## src/rtl/chirp_sample_fetch.sv

```systemverilog
// chirp_sample_fetch: streams one frame of chirp samples from sample RAM as framed 128-bit words.
// Define CHIRP_FETCH_GAP_EN to add i_gap_cyc idle cycles between chirps.
module chirp_sample_fetch #(
  parameter int READ_RAM_WIDTH = 128,
  parameter int ADDR_WIDTH     = 12,
  parameter int RAM_RD_LATENCY = 2,
  parameter int SMP_CNT_WIDTH  = 13,
  parameter int CHP_CNT_WIDTH  = 10
) (
  input  logic                      clk,
  input  logic                      rst,
  input  logic                      i_start,
  input  logic [ADDR_WIDTH-1:0]     i_base_addr,
  input  logic [ADDR_WIDTH-1:0]     i_chp_stride,
  input  logic [SMP_CNT_WIDTH-1:0]  i_smp_cnt,
  input  logic [CHP_CNT_WIDTH-1:0]  i_chp_cnt,
`ifdef CHIRP_FETCH_GAP_EN
  input  logic [7:0]                i_gap_cyc,
`endif
  input  logic                      i_ram_gnt,
  output logic                      o_ram_rd_en,
  output logic [ADDR_WIDTH-1:0]     o_ram_addr,
  input  logic [READ_RAM_WIDTH-1:0] i_ram_rdata,
  output logic [READ_RAM_WIDTH-1:0] o_x0,
  output logic                      o_x0_valid,
  output logic                      o_x0_last,
  output logic                      o_frame_done,
  output logic                      o_busy
);
  typedef enum logic [1:0] {S_IDLE, S_RUN, S_DRAIN, S_DONE} state_t;
  state_t r_state, w_next;
  logic [ADDR_WIDTH-1:0]     r_stride, r_addr, r_chp_base;
  logic [SMP_CNT_WIDTH-1:0]  r_smp_cnt, r_word_idx;
  logic [CHP_CNT_WIDTH-1:0]  r_chp_cnt, r_chp_idx;
  logic [RAM_RD_LATENCY-1:0] r_vld_sr, r_last_sr, w_vld_lo;
  logic [READ_RAM_WIDTH-1:0] r_x0;
  logic                      r_x0_valid, r_x0_last, r_done;
  logic                      w_accept, w_rd_en, w_word_last, w_chp_last, w_gap_wait;
  assign w_accept    = r_state == S_IDLE && i_start;
  assign w_rd_en     = r_state == S_RUN && !w_gap_wait && i_ram_gnt;
  assign w_word_last = r_word_idx == r_smp_cnt - 1'b1;
  assign w_chp_last  = r_chp_idx == r_chp_cnt - 1'b1;
  // Everything below the output tap drained means the final word is the one now leaving the RAM.
  assign w_vld_lo    = r_vld_sr << 1;
`ifdef CHIRP_FETCH_GAP_EN
  logic [7:0] r_gap_cyc, r_gap_cnt;
  always_ff @(posedge clk or posedge rst)
    if (rst) begin
      r_gap_cyc <= '0;
      r_gap_cnt <= '0;
    end else if (w_accept) begin
      r_gap_cyc <= i_gap_cyc;
      r_gap_cnt <= '0;
    end else if (w_rd_en && w_word_last)
      r_gap_cnt <= w_chp_last ? 8'd0 : r_gap_cyc;
    else if (w_gap_wait && i_ram_gnt)
      r_gap_cnt <= r_gap_cnt - 8'd1;
  assign w_gap_wait = r_gap_cnt != 8'd0;
`else
  assign w_gap_wait = 1'b0;
`endif
  always_ff @(posedge clk or posedge rst)
    if (rst) r_state <= S_IDLE;
    else r_state <= w_next;
  always_comb begin
    w_next = r_state;
    case (r_state)
      S_IDLE:  if (i_start) w_next = (i_smp_cnt == '0 || i_chp_cnt == '0) ? S_DONE : S_RUN;
      S_RUN:   if (w_rd_en && w_word_last && w_chp_last) w_next = S_DRAIN;
      S_DRAIN: if (w_vld_lo == '0) w_next = S_DONE;
      S_DONE:  w_next = S_IDLE;
    endcase
  end
  // The chirp base accumulates the stride so no multiplier is needed.
  always_ff @(posedge clk or posedge rst)
    if (rst) begin
      r_stride   <= '0;
      r_smp_cnt  <= '0;
      r_chp_cnt  <= '0;
      r_addr     <= '0;
      r_chp_base <= '0;
      r_word_idx <= '0;
      r_chp_idx  <= '0;
    end else if (w_accept) begin
      r_stride   <= i_chp_stride;
      r_smp_cnt  <= i_smp_cnt;
      r_chp_cnt  <= i_chp_cnt;
      r_addr     <= i_base_addr;
      r_chp_base <= i_base_addr;
      r_word_idx <= '0;
      r_chp_idx  <= '0;
    end else if (w_rd_en && w_word_last) begin
      r_word_idx <= '0;
      r_chp_idx  <= r_chp_idx + 1'b1;
      r_chp_base <= r_chp_base + r_stride;
      r_addr     <= r_chp_base + r_stride;
    end else if (w_rd_en) begin
      r_word_idx <= r_word_idx + 1'b1;
      r_addr     <= r_addr + 1'b1;
    end
  always_ff @(posedge clk or posedge rst)
    if (rst) begin
      r_vld_sr   <= '0;
      r_last_sr  <= '0;
      r_x0       <= '0;
      r_x0_valid <= 1'b0;
      r_x0_last  <= 1'b0;
      r_done     <= 1'b0;
    end else begin
      r_vld_sr   <= (r_vld_sr << 1) | RAM_RD_LATENCY'(w_rd_en);
      r_last_sr  <= (r_last_sr << 1) | RAM_RD_LATENCY'(w_rd_en && w_word_last);
      r_x0_valid <= r_vld_sr[RAM_RD_LATENCY-1];
      r_x0_last  <= r_vld_sr[RAM_RD_LATENCY-1] && r_last_sr[RAM_RD_LATENCY-1];
      r_done     <= r_state == S_DONE;
      if (r_vld_sr[RAM_RD_LATENCY-1]) r_x0 <= i_ram_rdata;
    end
  assign o_ram_rd_en  = w_rd_en;
  assign o_ram_addr   = r_addr;
  assign o_x0         = r_x0;
  assign o_x0_valid   = r_x0_valid;
  assign o_x0_last    = r_x0_last;
  assign o_frame_done = r_done;
  assign o_busy       = r_state != S_IDLE;
endmodule

```

## config.mk

```make
export PLATFORM = sky130hd
export DESIGN_NAME = chirp_sample_fetch
export DESIGN_NICKNAME = d
export VERILOG_FILES = /design/src/rtl/chirp_sample_fetch.sv
export SDC_FILE = /design/constraint.sdc
export NUM_CORES = 1
export LEC_CHECK = 0
export CAP_MARGIN = 20
export CORE_MARGIN = 2
export CORE_UTILIZATION = 47
export CTS_BUF_LIST = sky130_fd_sc_hd__clkbuf_4 sky130_fd_sc_hd__clkbuf_8
export DETAILED_ROUTE_END_ITERATION = 8
export PLACE_DENSITY = 0.92
export SETUP_SLACK_MARGIN = 0.15
export SYNTH_ARGS = -nofsm -noshare
export SYNTH_HDL_FRONTEND = slang
export SYNTH_SLANG_ARGS = --single-unit
```

## constraint.sdc

```tcl
create_clock -name clk -period 13 [get_ports clk]
set_input_delay 2.6 -clock clk [delete_from_list [all_inputs] [get_ports clk]]
set_output_delay 2.6 -clock clk [all_outputs]
set_load 0.02 [all_outputs]
```

* Word level (Yosys, flattened, before mapping)
Cells that the tools add are included.
** Word-level totals
- Word-level logic and storage cells :: 59
- Register bits after elaboration :: 219
- Output and inout bits :: 145
** Operators by class
- Add/sub/neg operators :: 6
- Eq/ne operators :: 8
- Reduce and logical (&&, ||, !) cells :: 14
- Mux-type cells :: 15
- Bitwise operators :: 2
** Operators by type and width (number)
- 2-to-1 mux 12 bit :: 5
- 2-to-1 mux 13 bit :: 3
- 2-to-1 mux 10 bit :: 2
- adder 13 x 1 -> 13 bit (second input constant) :: 1
- == test 13 bit :: 1
- logical NOT 13 bit :: 1
- subtractor 13 x 1 -> 13 bit (second input constant) :: 1
- adder 12 x 1 -> 12 bit (second input constant) :: 1
- adder 12 bit :: 1
- adder 10 x 1 -> 10 bit (second input constant) :: 1
- == test 10 bit :: 1
- logical NOT 10 bit :: 1
- subtractor 10 x 1 -> 10 bit (second input constant) :: 1
- 2-to-1 mux 2 bit :: 4
- case mux 2 bit (4 select lines) :: 1
- logical AND 1 bit :: 5
- == test 2 bit (second input constant) :: 2
- logical NOT 2 bit :: 2
- != test 2 bit (second input constant) :: 2
- OR 2 x 1 -> 2 bit :: 2
- nonzero test 2 bit :: 2
- AND reduction 3 bit :: 1
- nonzero test 3 bit :: 1
- == test 2 x 1 -> 1 bit (second input constant) :: 1
- other kinds (2) :: 2

* Longest topological paths before layout
Gate-level depths: netlist of run 1.
- Depth in word-level cells :: 6
- Mapped depth :: 11
- Mapped depth without buffers :: 11

* Worst setup path before layout of run 1
Ideal clock, no wire load.
- Path kind :: input-to-output
- Start :: in i_ram_gnt
- End :: out o_ram_rd_en
- Cell stages on the path :: 3
- Data required time :: 10400 ps
- Slack :: 7177 ps
- Arrival time :: 3223 ps
- Cells stage by stage :: nand2_1 > inv_1 > clkbuf_1
** Between the ends
- Word-level cells in the longest chain between the ends :: 1
** RTL lines
- from (decl) :: line 20 : input logic i_ram_gnt,
- logical AND 1 bit :: line 40 : assign w_rd_en = r_state == S_RUN && !w_gap_wait && i_ram_gnt;
- to (decl) :: line 21 : output logic o_ram_rd_en,
No other way between the ends.

* Worst setup path after layout of run 1
Ends and elaborated chain as after synthesis.

==> results.cfg, run 1 <==
[flow_run]
cap_violations = 0

[logic_synthesis]
synthArstFlopShare_pct = 100
synth_nets = 1104
ys_seq_elements = 219
synthCells = 903
syn_area_per_cell_um2 = 11.2
syn_area_mm2 = 0.0101
synth_cell_types = 58
synth_seq_area_share_pct = 54.1
synth_edf_count = 0
synth_flop_cell = dfrtp_1
yosys_warnings = 0

[drt]
vias = 8366
firstDrtPassIters = 5
totalWireLength_mm = 30.8
antenna_left = 0
drc_errors = 0
dr.first_iter.drc_count = 471
vias_per_cell = 5.46
routedWlPerCell_um = 20.1

[die]
rows = 53
die_w_um = 151
core_area_mm2 = 0.0211
start_util_pct = 48.0
io_pins = 324
die_h_um = 151
design.die.area_mm2 = 0.0227

[timing]
grt_setup_unrepaired = false
setup_violations = 0
relSlewSlack_pct = 27.5
post-route-min-period_ns = 7.06
drv_slew = 0
worst_slew_pin_slew_ns = 1.08
finalHoldViolations = 0
fin_tns_setup_ns = 0
timing.final.crit_share_pct = 54.3
skew_ns = 0.0302
fmax_ghz = 0.142

[worst_setup_path]
critical_path_arrival_ns = 4.46
critPathLaunchType = input port
path_class = in2out
reg2reg_slack_ns = 9.03
cp_max_fo = 14
worst_setup_path_end_kind = primary output
ff2ff_path_depth = 10
reg2reg_to = r_word_idx[10]
r2r-start = r_smp_cnt[0]
cp.required_ns = 10.40

[clock_tree]
cts_hold_buf = 0
cts_sinks = 219
cts_resized = 0
clk_pin_slew_ns = 0.06
cts_tree = yes
h-tree-depth = 2
cts_setup_buffers = 0
clockRootBuffer = clkbuf_8
insertion_delay_ns = 0.53
cts_max_path_buffers = 3
numCtsBuffers = 40

[final_layout]
final_cell_mix = 323 x clkdlybuf4s50_1, 218 x dfrtp_1, 139 x nand2_1, 129 x mux2_2, 50 x clkbuf_8
layout_commonest_cell = clkdlybuf4s50_1
drive_gt1_share_pct = 16.7
nets = 1434
register_area_mm2 = 0.00548
multi_input_area_mm2 = 0.00441
nFillCells = 1499
layoutNonFillerInstCount = 1532
syn_to_final_growth_pct = 42.4

[power]
cellPowerDensity_mw_per_mm2 = 254
ir_drop_mv = 0.140
p_leak_nw = 6.14

[placed_design]
post-dp-hpwl_mm = 22.4
place_inst = 1466
gp_congestion = 0.869
io_buffers = 323

[min_path]
min_path_cells = 0
hold_start = r_last_sr[0]
min_to = r_last_sr[1]
hold_path.class = reg2reg

[global_route]
track_usage_pct = 26.4
grt_max_degree = 105
antenna_found_initial = 8
grt_pass1_wl_mm = 46.6
grt.overflow.total = 0
grt_pass1_vias = 8721

[run_status]
status = finished, final reports clean
## layout make-up
type / instances / area share [%]
Sequential cell: 219 / 38.0
Multi-Input combinational cell: 623 / 30.6
Timing Repair Buffer: 329 / 22.7
Clock buffer: 58 / 5.19
Tap cell: 275 / 2.39
Inverter: 20 / 0.573
Clock inverter: 7 / 0.460
Antenna cell: 1 / 0.0174
## how the worst max path moves through the flow
| stage | to | startpoint | slack (ns) | depth (start not counted) |
|---|---|---|---|---|
| after detailed placement | o_ram_rd_en | i_ram_gnt | 5.98 | 4 |
| final | o_ram_rd_en | i_ram_gnt | 5.94 | 4 |
| after global placement | o_ram_rd_en | i_ram_gnt | 6.01 | 4 |
| after floorplan | o_frame_done | rst | 4.41 | 1 |
| after CTS | o_ram_rd_en | i_ram_gnt | 5.96 | 4 |
| after global routing | o_ram_rd_en | i_ram_gnt | 5.89 | 4 |
## critical path, stage by stage
cell and delay, ns:
clkdlybuf4s50_1 0.51, nand2_1 0.21, inv_1 0.44, clkdlybuf4s50_1 0.70
## state kept, by name, summed over array words and instances, names as in the netlist
register,cells
r_state,2
r_last_sr,2
o_x0_valid,1
r_chp_cnt,10
r_chp_base,12
r_stride,12
o_x0,128
r_chp_idx,10
r_smp_cnt,13
o_frame_done,1
r_word_idx,13
r_vld_sr,2
o_ram_addr,12
o_x0_last,1
## logic make-up (layout without fill, tap and decap cells)
group	after synthesis	count (layout)	synth area share (%)
adder cells (fa/ha/maj)	22	22	2.79
buffers and inverters	61	414	2.35
multiplexers	135	135	14.9
AO/OA/AOI/OAI	126	126	8.11
XOR/XNOR	48	48	4.15
other	0	1	0
flip-flops	219	219	54.1
AND/OR/NAND/NOR	292	292	13.5
## Yosys cell counts (3+ instances only)
cell type / number / share of area [%]
nand2b_1: 4 / 0.25
nand3b_1: 4 / 0.30
o21a_1: 3 / 0.22
o311ai_0: 4 / 0.35
a22o_1: 4 / 0.35
nor2b_1: 3 / 0.19
a21oi_1: 26 / 1.3
o31ai_1: 7 / 0.52
o211ai_1: 4 / 0.30
nor3_1: 17 / 0.84
clkbuf_1: 34 / 1.3
mux2i_1: 6 / 0.59
and3_1: 12 / 0.74
a31oi_1: 6 / 0.37
nor2_1: 34 / 1.3
xor2_1: 20 / 1.7
or3_1: 9 / 0.56
o41ai_1: 3 / 0.26
mux2_2: 129 / 14
xnor2_1: 28 / 2.4
nand2_1: 139 / 5.2
a21o_1: 5 / 0.37
dfrtp_1: 219 / 54
or4_1: 5 / 0.37
ha_1: 21 / 2.6
inv_1: 20 / 0.74
nor4_1: 12 / 0.74
buf_1: 5 / 0.19
o21ai_0: 40 / 2.0
and2_1: 6 / 0.37
a211oi_1: 3 / 0.22
nand4_1: 15 / 0.93
nand3_1: 24 / 1.2
## through the flow
step	cell area, µm²	setup WS, ns	hold slack, ns	power [mW]	util [%]
2_1_floorplan	10100	4.41	0.331	2.21	-
5_1_grt	14400	5.89	0.369	3.86	68.3
3_3_place_gp	13600	6.01	0.338	2.90	64.5
4_1_cts	14400	5.96	0.348	3.67	68.3
6_report	14400	5.94	0.346	3.65	68.4
3_5_place_dp	13600	5.98	0.335	2.98	64.5
## power by group
| part | switching, mW | internal (mW) |
|---|---|---|
| sequential | 0.240 | 0.984 |
| clock | 0.285 | 0.387 |
| combinational | 0.893 | 0.866 |
| total | 1.42 | 2.24 |
## routing by layer
| layer | track usage, % | vias up | routed length [µm] |
|---|---|---|---|
| met4 | 12.2 | 14 | 1610 |
| met3 | 9.31 | 108 | 3200 |
| met5 | 0 | - | 95 |
| met2 | 45.8 | 387 | 15000 |
| li1 | - | 3856 | - |
| met1 | 29.2 | 4001 | 10900 |
(Power assumes the default switching activity.)
==> run 2, diff against run 1 <==
==> constraint.sdc (replaced) <==
create_clock -name clk -period 7 [get_ports clk]
set_input_delay 1.4 -clock clk [delete_from_list [all_inputs] [get_ports clk]]
set_output_delay 1.4 -clock clk [all_outputs]
set_load 0.02 [all_outputs]
==> results.cfg, run 2 (same netlist as run 1, synthesis figures left out) <==
[global_route]
grt.overflow.total = 0
grt_max_degree = 101
track_usage_pct = 27.8
antenna_found_initial = 5
grt_pass1_wl_mm = 48.5
grt_pass1_vias = 8692

[drt]
antenna_left = 0
dr.first_iter.drc_count = 562
drc_errors = 0
routedWlPerCell_um = 21.1
vias_per_cell = 5.62
totalWireLength_mm = 32.5
firstDrtPassIters = 6
vias = 8653

[worst_setup_path]
r2r-start = r_smp_cnt[0]
ff2ff_path_depth = 11
path_class = in2out
reg2reg_to = r_chp_idx[9]
reg2reg_slack_ns = 3.27
cp_max_fo = 14
cp.depth = 4
path_delay_family = buffers and inverters
cpPeakStageDelay_ns = 0.68
worst_setup_path_end_kind = primary output
cpMostUsedCell = clkdlybuf4s50_1
critPathLaunchType = input port
critical_path_arrival_ns = 3.15
slowest_stage = clkdlybuf4s50_1
path_buf_inv = 3
cp.required_ns = 5.60
crit_chain = clkdlybuf4s50_1 > nand2_1 > inv_1 > clkdlybuf4s50_1

[placed_design]
io_buffers = 323
gp_congestion = 0.956
post-dp-hpwl_mm = 23.3

[die]
rows = 53
core_area_mm2 = 0.0211
die_w_um = 151
io_pins = 324
start_util_pct = 48.0
die_h_um = 151
design.die.area_mm2 = 0.0227

[power]
p_leak_nw = 6.17
pwr-share-clk_pct = 18.4
power_switching_mw = 2.70
netSwitchingFraction_pct = 39.3
pwr-share-comb_pct = 48.5
p_int_mw = 4.18
ir_drop_mv = 0.269
cellPowerDensity_mw_per_mm2 = 475
p_seq_share_pct = 33.2

[final_layout]
final_cell_mix = 323 x clkdlybuf4s50_1, 218 x dfrtp_1, 139 x nand2_1, 129 x mux2_2, 44 x clkbuf_8
syn_to_final_growth_pct = 43.0
layout_commonest_cell = clkdlybuf4s50_1
drive_gt1_share_pct = 17.2
fin_util_pct = 68.6
largest_reg_flops = 128
nets = 1437

[clock_tree]
h-tree-depth = 2
cts_setup_buffers = 0
insertion_delay_ns = 0.52
cts_resized = 0
cts_hold_buf = 0
cts_tree = yes
cts_max_path_buffers = 3
numCtsBuffers = 40
clockRootBuffer = clkbuf_8
cts_sinks = 219
clk_pin_slew_ns = 0.06

[timing]
post-route-min-period_ns = 4.55
drv_slew = 0
skew_ns = 0.0158
worst_slew_pin_slew_ns = 1.14
relSlewSlack_pct = 24.0
timing.final.crit_share_pct = 65.0
finalHoldViolations = 0
fin_tns_setup_ns = 0
setup_violations = 0
grt_setup_unrepaired = false
fmax_ghz = 0.220

[min_path]
min_path_cells = 0
hold_start = r_last_sr[0]
min_to = r_last_sr[1]
hold_path.class = reg2reg

[flow_run]
cap_violations = 0

[run_status]
status = finished, final reports clean
==> run 2: through the flow <==
step                worst slack (ns)  total power, mW  hold WS, ns  std cells  cell area, µm²
floorplan                       2.75             4.10        0.331        903           10100
global placement                2.52             5.43        0.365       1468           13600
detailed placement              2.46             5.58        0.378       1469           13600
CTS                             2.48             6.89        0.393       1539           14500
global route                    2.36             7.23        0.408       1539           14500
finish                          2.45             6.88        0.416       1540           14500
==> run 2: worst max-delay path by stage <==
stage | startpoint | endpoint | slack (ns)
2_1_floorplan | rst | o_frame_done | 2.75
3_3_place_gp | i_ram_gnt | o_ram_rd_en | 2.52
3_5_place_dp | i_ram_gnt | r_chp_idx[9] | 2.46
4_1_cts | i_ram_gnt | o_ram_rd_en | 2.48
5_1_grt | i_ram_gnt | o_ram_rd_en | 2.36
6_report | i_ram_gnt | o_ram_rd_en | 2.45
==> run 2: power groups by stage <==
stage	registers, mW	logic (mW)	clock network [mW]
finish	2.28	3.34	1.26
detailed placement	2.28	3.30	0
floorplan	2.66	1.45	0
global route	2.35	3.54	1.35
CTS	2.27	3.33	1.28
global placement	2.24	3.19	0
==> run 2: metal layers <==
| layer | GRT usage (%) | vias to the layer above | share of wire [%] |
|---|---|---|---|
| met5 | 0 | - | 0.19 |
| met4 | 15.2 | 8 | 6.0 |
| met3 | 8.70 | 119 | 10 |
| met2 | 46.2 | 450 | 48 |
| met1 | 32.1 | 4210 | 36 |
| li1 | - | 3866 | - |
==> run 2: final cells by class <==
cell class | count | area, µm²
Sequential cell | 219 | 5480
Tap cell | 275 | 344
Timing Repair Buffer | 332 | 3330
Multi-Input combinational cell | 623 | 4410
Fill cell | 1493 | 6610
Clock buffer | 58 | 711
Clock inverter | 12 | 115
Antenna cell | 1 | 2.50
Inverter | 20 | 78.8
==> run 3, diff against run 2 <==
--- a/config.mk
+++ b/config.mk
@@ -7,10 +7,10 @@
 export LEC_CHECK = 0
 export CAP_MARGIN = 20
 export CORE_MARGIN = 2
-export CORE_UTILIZATION = 47
+export CORE_UTILIZATION = 43
 export CTS_BUF_LIST = sky130_fd_sc_hd__clkbuf_4 sky130_fd_sc_hd__clkbuf_8
 export DETAILED_ROUTE_END_ITERATION = 8
-export PLACE_DENSITY = 0.92
+export PLACE_DENSITY = 0.89
 export SETUP_SLACK_MARGIN = 0.15
 export SYNTH_ARGS = -nofsm -noshare
 export SYNTH_HDL_FRONTEND = slang
==> constraint.sdc (replaced) <==
create_clock -name clk -period 3.9 [get_ports clk]
set_input_delay 0.78 -clock clk [delete_from_list [all_inputs] [get_ports clk]]
set_output_delay 0.78 -clock clk [all_outputs]
set_load 0.02 [all_outputs]
==> results.cfg, run 3 (same netlist as run 1, synthesis figures left out) <==
[worst_setup_path]
cp.required_ns = 4.28
ff2ff_path_depth = 10
reg2reg_slack_ns = 0.37
path_class = reg2reg
critical_path_arrival_ns = 3.91
critPathLaunchType = register
r2r-start = r_smp_cnt[0]
cp_max_fo = 6
reg2reg_to = r_chp_idx[9]
worst_setup_path_end_kind = register

[placed_design]
dpl_cell_area_mm2 = 0.0138
io_buffers = 323
post-dp-hpwl_mm = 23.0
gp_congestion = 0.882

[timing]
skew_ns = 0.0232
finalHoldViolations = 0
worst_slew_pin_slew_ns = 0.923
setup_violations = 0
drv_slew = 0
fin_tns_setup_ns = 0
grt_setup_unrepaired = false
timing.final.crit_share_pct = 90.4
fmax_ghz = 0.284
relSlewSlack_pct = 38.5
post-route-min-period_ns = 3.53

[final_layout]
largest_reg_flops = 128
register_area_mm2 = 0.00548
fin_area_mm2 = 0.0146
multi_input_area_mm2 = 0.00441
layout_commonest_cell = clkdlybuf4s50_1
nFillCells = 1785
nets = 1440
syn_to_final_growth_pct = 43.9
final_cell_mix = 323 x clkdlybuf4s50_1, 218 x dfrtp_1, 139 x nand2_1, 129 x mux2_2, 47 x clkbuf_8
drive_gt1_share_pct = 17.3

[global_route]
track_usage_pct = 24.9
grt_pass1_vias = 8451
antenna_found_initial = 4
grt.overflow.total = 0
grt_max_degree = 70
grt_pass1_wl_mm = 47.6

[die]
die_w_um = 157
rows = 56
start_util_pct = 43.5
die_h_um = 157
core_area_mm2 = 0.0233
io_pins = 324
design.die.area_mm2 = 0.0248

[clock_tree]
cts_sinks = 219
numCtsBuffers = 38
cts_max_path_buffers = 3
clk_pin_slew_ns = 0.06
h-tree-depth = 2
cts_setup_buffers = 0
cts_tree = yes
clockRootBuffer = clkbuf_8
insertion_delay_ns = 0.53
cts_hold_buf = 0

[drt]
dr.first_iter.drc_count = 487
vias_per_cell = 5.38
firstDrtPassIters = 5
antenna_left = 0
totalWireLength_mm = 31.9
routedWlPerCell_um = 20.1
vias = 8530
drc_errors = 0

[power]
ir_drop_mv = 0.415
cellPowerDensity_mw_per_mm2 = 840
p_leak_nw = 6.19

[flow_run]
cap_violations = 0

[run_status]
status = finished, final reports clean

[min_path]
hold_path.class = reg2reg
min_to = r_last_sr[1]
min_path_cells = 0
hold_start = r_last_sr[0]
[run 3: changes by cell type in the layout (fill, tap and decap cells not counted), sizes merged]
cell      previous run  this run
bufinv               2         1
buf                  9        14
diode                1         2
inv                 19        20
clkinvlp             3         1
clkbuf              58        55
[run 3: final cells by class]
class	count	share of cell area (%)
sequential	219	37.6
multi-input combinational	623	30.3
timing repair buffer	337	23.3
clock buffer	55	4.85
tap	319	2.74
clock inverter	10	0.541
inverter	20	0.541
antenna	2	0.0344
[run 3: report_power, final]
part	leakage (nW)	switching [mW]	internal (mW)
Combinational	3.10	3.05	2.92
Sequential	2.67	0.801	3.28
Clock	0.425	0.951	1.23
[run 3: per-layer routing]
| metal | GRT usage (%) | up-vias | wire length, µm |
|---|---|---|---|
| li1 | - | 3878 | - |
| met4 | 11.8 | 6 | 1660 |
| met2 | 40.8 | 432 | 15000 |
| met1 | 29.6 | 4108 | 12100 |
| met3 | 8.43 | 106 | 3110 |
| met5 | 0 | - | 40 |
[run 3: worst max path at each step]
| stage | depth (start not counted) | end | slack [ns] | startpoint |
|---|---|---|---|---|
| 2_1_floorplan | 1 | o_frame_done | 0.27 | rst |
| 3_3_place_gp | 10 | r_word_idx[4] | 0.28 | i_ram_gnt |
| 3_5_place_dp | 10 | r_word_idx[4] | 0.24 | i_ram_gnt |
| 4_1_cts | 11 | r_word_idx[9] | 0.32 | r_smp_cnt[0] |
| 5_1_grt | 10 | r_chp_idx[8] | 0.16 | r_smp_cnt[0] |
| 6_report | 10 | r_chp_idx[9] | 0.37 | r_smp_cnt[0] |
[run 3: timing repair]
action / 4_1_cts / 5_1_grt
setup endpoints to repair: 0 / 2
resized for setup: 0 / 1
hold endpoints to repair: 0 / 0
[run 3: through the flow]
step	hold slack [ns]	util [%]	total power [mW]	setup WS, ns	cells
after floorplan	0.331	-	7.36	0.266	903
after global placement	0.333	59.2	9.76	0.279	1518
after detailed placement	0.347	59.2	9.98	0.238	1518
after CTS	0.361	62.6	12.3	0.319	1583
after global routing	0.364	62.6	12.9	0.155	1583
final	0.358	62.6	12.2	0.374	1585
[run 3: worst max-delay path, stage by stage (launching register included)]
cell and delay (ns):
dfrtp_1 0.43, inv_1 0.09, ha_1 0.22, or4b_4 0.51
o21ai_1 0.16, nand4_1 0.10, or4_4 0.55, a2111o_1 0.47
or2_1 0.32, o311ai_0 0.38, o41ai_1 0.15
